### config.mk
export PLATFORM = sky130hd
export DESIGN_NAME = regfile_mp
export DESIGN_NICKNAME = d
export VERILOG_FILES = /design/src/rtl/regfile_pkg.sv /design/src/rtl/regfile_busy.sv /design/src/rtl/regfile_mp.sv
export SDC_FILE = /design/constraint.sdc
export NUM_CORES = 2
export LEC_CHECK = 0
export CAP_MARGIN = 5
export CORE_MARGIN = 8
export CORE_UTILIZATION = 38
export DETAILED_ROUTE_END_ITERATION = 8
export GPL_ROUTABILITY_DRIVEN = 0
export SKIP_CTS_REPAIR_TIMING = 1
export SLEW_MARGIN = 20
export SYNTH_ARGS = -nofsm -noshare
export SYNTH_HDL_FRONTEND = slang
export SYNTH_SLANG_ARGS = --single-unit
### constraint.sdc
create_clock -name clk -period 86.2 [get_ports clk]
set_input_delay 21.55 -clock clk [delete_from_list [all_inputs] [get_ports clk]]
set_output_delay 21.55 -clock clk [all_outputs]
set_load 0.05 [all_outputs]
### src/rtl/regfile_pkg.sv
// regfile_pkg: shared register-file constants, address-width helper and address type
package regfile_pkg;
  localparam int XLEN_DEFAULT = 32;
  localparam int NREGS_DEFAULT = 32;
  function automatic int addr_width(input int nregs);
    return $clog2(nregs);
  endfunction
  typedef logic [addr_width(NREGS_DEFAULT)-1:0] reg_addr_t;
endpackage

### src/rtl/regfile_busy.sv
// regfile_busy: per-register pending-write scoreboard with flush, issue and writeback updates
module regfile_busy
  import regfile_pkg::*;
#(
  parameter int NREGS = NREGS_DEFAULT,
  parameter int AW = addr_width(NREGS)
) (
  input  logic             clk,
  input  logic             rst,
  input  logic             write_en_i,
  input  logic [AW-1:0]    write_addr_i,
  input  logic             issue_en_i,
  input  logic [AW-1:0]    issue_addr_i,
  input  logic             flush_i,
  output logic [NREGS-1:0] busy_vec_o
);
  logic [NREGS-1:0] busy_q, busy_d;
  // an issue always wins (it survives a flush and beats a same-cycle write); x0 is never busy
  always_comb begin
    busy_d = busy_q;
    for (int r = 1; r < NREGS; r++)
      busy_d[r] = (issue_en_i && issue_addr_i == AW'(r)) ? 1'b1 :
                  flush_i ? 1'b0 :
                  (write_en_i && write_addr_i == AW'(r)) ? 1'b0 : busy_q[r];
    busy_d[0] = 1'b0;
  end
  // busy vector register
  always_ff @(posedge clk or posedge rst)
    if (rst) busy_q <= '0;
    else busy_q <= busy_d;
  assign busy_vec_o = busy_q;
endmodule

### src/rtl/regfile_mp.sv
// regfile_mp: multi-port register file with write-through bypass and busy scoreboard
module regfile_mp
  import regfile_pkg::*;
#(
  parameter int XLEN = XLEN_DEFAULT,
  parameter int NREGS = NREGS_DEFAULT,
  parameter int NREAD = 2,
  parameter int AW = addr_width(NREGS)
) (
  input  logic                  clk,
  input  logic                  rst,
  input  logic                  write_en,
  input  logic [AW-1:0]         write_addr,
  input  logic [XLEN-1:0]       write_data,
  input  logic                  issue_en,
  input  logic [AW-1:0]         issue_addr,
  input  logic                  flush,
  input  logic [NREAD*AW-1:0]   read_addr,
  output logic [NREAD*XLEN-1:0] read_data,
  output logic [NREAD-1:0]      read_busy
);
  logic [XLEN-1:0] regs_q [NREGS];
  logic [NREGS-1:0] busy_vec;

  regfile_busy #(.NREGS(NREGS), .AW(AW)) u_busy (
    .clk          (clk),
    .rst          (rst),
    .write_en_i   (write_en),
    .write_addr_i (write_addr),
    .issue_en_i   (issue_en),
    .issue_addr_i (issue_addr),
    .flush_i      (flush),
    .busy_vec_o   (busy_vec)
  );

  // data array; x0 is never written so it stays at its reset value
  always_ff @(posedge clk or posedge rst)
    if (rst) for (int i = 0; i < NREGS; i++) regs_q[i] <= '0;
    else if (write_en && write_addr != '0) regs_q[write_addr] <= write_data;

  // reset also masks the bypass so every port reads zero while rst is held
  for (genvar k = 0; k < NREAD; k++) begin : g_rd
    logic [AW-1:0] a;
    logic zero, hit;
    assign a = read_addr[k*AW +: AW];
    assign zero = rst || a == '0;
    assign hit = write_en && write_addr == a;
    assign read_data[k*XLEN +: XLEN] = zero ? '0 : hit ? write_data : regs_q[a];
    assign read_busy[k] = !zero && busy_vec[a] && !hit;
  end
endmodule

==> impl_metrics.tcl <==
set metrics [dict create \
    outcome "complete, no violations" \
    overflow 0 \
    timing.setup.tns_ps 0 \
    place_area_mm2 0.0594 \
    stdcell_area_mm2 0.0633 \
    grt_max_degree 169 \
    worstPathRequired_ps 64650 \
    final_nets 3832 \
    pre_cts_ws_ps 38040 \
    drive_gt1_frac 0.439 \
    synthTopCellsByArea "dfrtp_1 (47%), mux2_2 (18%), mux4_2 (17%)" \
    setup_slack_ps 38180 \
    worst-slew-pin-transition_ps 1200 \
    synth_flop_cell "dfrtp_1" \
    die_w_um 402 \
    clk_latency_ps 700 \
    pwr-share-seq 0.449 \
    drv_cap 0 \
    maxSlewViolCount 0 \
    rows 141 \
    syn_nets 3938 \
    synth_edf_count 0 \
    vias 36700 \
    htreeDepth 3 \
    synth_cells 3881 \
    die_h_um 402 \
    synth_top_cell_area_share 0.466 \
    p_leak_nw 27.0 \
    clockBufferDepth 3 \
    drt-wirelength-per-cell_um 32.2 \
    grt_util_all_layers 0.227 \
    min_period_over_period 0.557 \
    first_pass_iters 5 \
    hold_path_class "flip-flop to flip-flop" \
    synth-seq-area-share 0.466 \
    max-vdd-ir-drop_mv 0.0135 \
    path_class "input pin to output port" \
    clk_pin_slew_ps 60 \
    power_frac_comb 0.201 \
    fin_crit_ps 48020 \
    drt_wl_total_um 187000 \
    remaining_drc_errors 0 \
    yosysUniqueCellTypes 49 \
    via_per_inst 6.32 \
    critPathMaxFanout 49 \
    mostFrequentLayoutCells "dfrtp_1 (1055), mux2_2 (907), mux4_2 (438)" \
    arrival_ps 26470 \
    io_pins 123 \
    postSynthAreaPerCell_um2 14.6 \
    internal-power_mw 1.06 \
    worstSetupEndpointType "output port" \
    grt_pass1_vias 37800 \
    finClkSkew_ps 0 \
    rsz0062_at_grt "no" \
    finalSetupViolCount 0 \
    whs_path_depth 0 \
    grt_first_pass_wirelength_um 274000 \
    ys_ff_latch 1055 \
    cts-root-buf "clkbuf_16" \
    worst_setup_path_start_kind "input pin" \
    clockPowerShare 0.350 \
    die_area_mm2 0.162 \
    hpwl_um 102000 \
    hold_viol 0 \
    antenna_found_initial 3 \
    switchingPower_mw 0.400 \
    p_sw_frac 0.275 \
    yosysWarningCount 0 \
    p_per_area_mw_per_mm2 23.0 \
    r2r_cells 1 \
    numCtsBuffers 116 \
    drt-initial-drc-count 3753 \
    synth_largest_area_cell "dfrtp_1" \
    core-area_mm2 0.148 \
    cts_tree "built" \
    timing.fmax_mhz 20.8 \
    postRouteAntennaNets 0 \
    initial_core_util 0.383 \
    port_buffers 122 \
    max_slew_margin 0.199 \
    syn2layout_area_growth_pct 11.8 \
    syn_area_mm2 0.0567 \
    async_reset_ff_frac 1.00 \
    clock_sinks 1055 \
    layout_commonest_cell "dfrtp_1" \
]
area by class of cell:
type                            instances  area [um^2]
Multi-Input combinational cell       2354        28400
Clock inverter                         32          375
Clock buffer                          180         3510
Antenna cell                            2         5.00
Fill cell                           13400        84500
Sequential cell                      1055        26400
Tap cell                             1930         2410
Inverter                               19         83.8
Timing Repair Buffer                  229         2130
kinds of logic after synthesis:
logic type | share of synthesized area
multiplexers | 0.421
flip-flops | 0.466
AO/OA/AOI/OAI | 0.0599
buffers and inverters | 0.0374
AND/OR/NAND/NOR | 0.0143
XOR/XNOR | 0.00155
metrics by stage:
stage,hold WS (ps),util,total power [mW],instances
after floorplan,441,-,0.873,3881
after global placement,377,0.402,0.943,5583
after detailed placement,382,0.402,0.952,5585
after CTS,397,0.428,1.46,5797
after global routing,410,0.428,1.52,5799
final,393,0.428,1.46,5801
power groups by stage:
stage / registers [mW] / logic [mW] / clock network (mW)
2_1_floorplan: 0.640 / 0.233 / 0
3_3_place_gp: 0.656 / 0.287 / 0
3_5_place_dp: 0.659 / 0.293 / 0
4_1_cts: 0.651 / 0.294 / 0.518
5_1_grt: 0.666 / 0.313 / 0.538
6_report: 0.654 / 0.292 / 0.510
flip-flops by register name (all words and copies together), names as in the netlist:
| register | count |
|---|---|
| regs_q | 1024 |
| u_busy.busy_vec_o | 31 |
metal layers:
metal,GRT usage,vias up,routed length (um)
met5,0,-,0
met4,0.0712,0,6470
met3,0.0580,368,14800
met2,0.350,1423,85000
met1,0.315,20000,80700
li1,-,14900,-
worst paths after layout:
kind	slack (ps)	end	start
setup / recovery	38180	read_data[21]	read_addr[0]
hold / removal	390	regs_q[996]$_DFFE_PP0P_	regs_q[996]$_DFFE_PP0P_
setup reg to reg	85370	regs_q[352]$_DFFE_PP0P_	regs_q[352]$_DFFE_PP0P_
hold reg to reg	390	regs_q[996]$_DFFE_PP0P_	regs_q[996]$_DFFE_PP0P_
max in group asynchronous	61230	regs_q[188]$_DFFE_PP0P_	rst
min in group asynchronous	21720	regs_q[391]$_DFFE_PP0P_	rst
synthesized netlist by cell type (12+ instances only):
cell type / number
a221oi_1: 91
mux2i_1: 247
o22ai_1: 32
nand3_1: 12
nor2_1: 23
a211oi_1: 30
nand2_1: 57
mux2_1: 115
a21oi_1: 63
o32ai_1: 15
clkbuf_1: 261
o21ai_1: 55
dfrtp_1: 1055
mux2_2: 907
o21ai_0: 54
nand3b_1: 18
buf_4: 26
buf_1: 37
a22oi_1: 60
a22o_1: 33
a221o_1: 31
inv_1: 15
mux4_2: 438
buf_2: 115
buf_6: 14
worst max-delay path, stage by stage:
cell	delay, ps
buf_8	490
buf_4	650
buf_4	800
buf_4	720
mux4_2	590
mux2_2	280
a21oi_1	200
o21ai_1	90
a22o_1	270
clkdlybuf4s50_1	730
(Power assumes the default switching activity.)
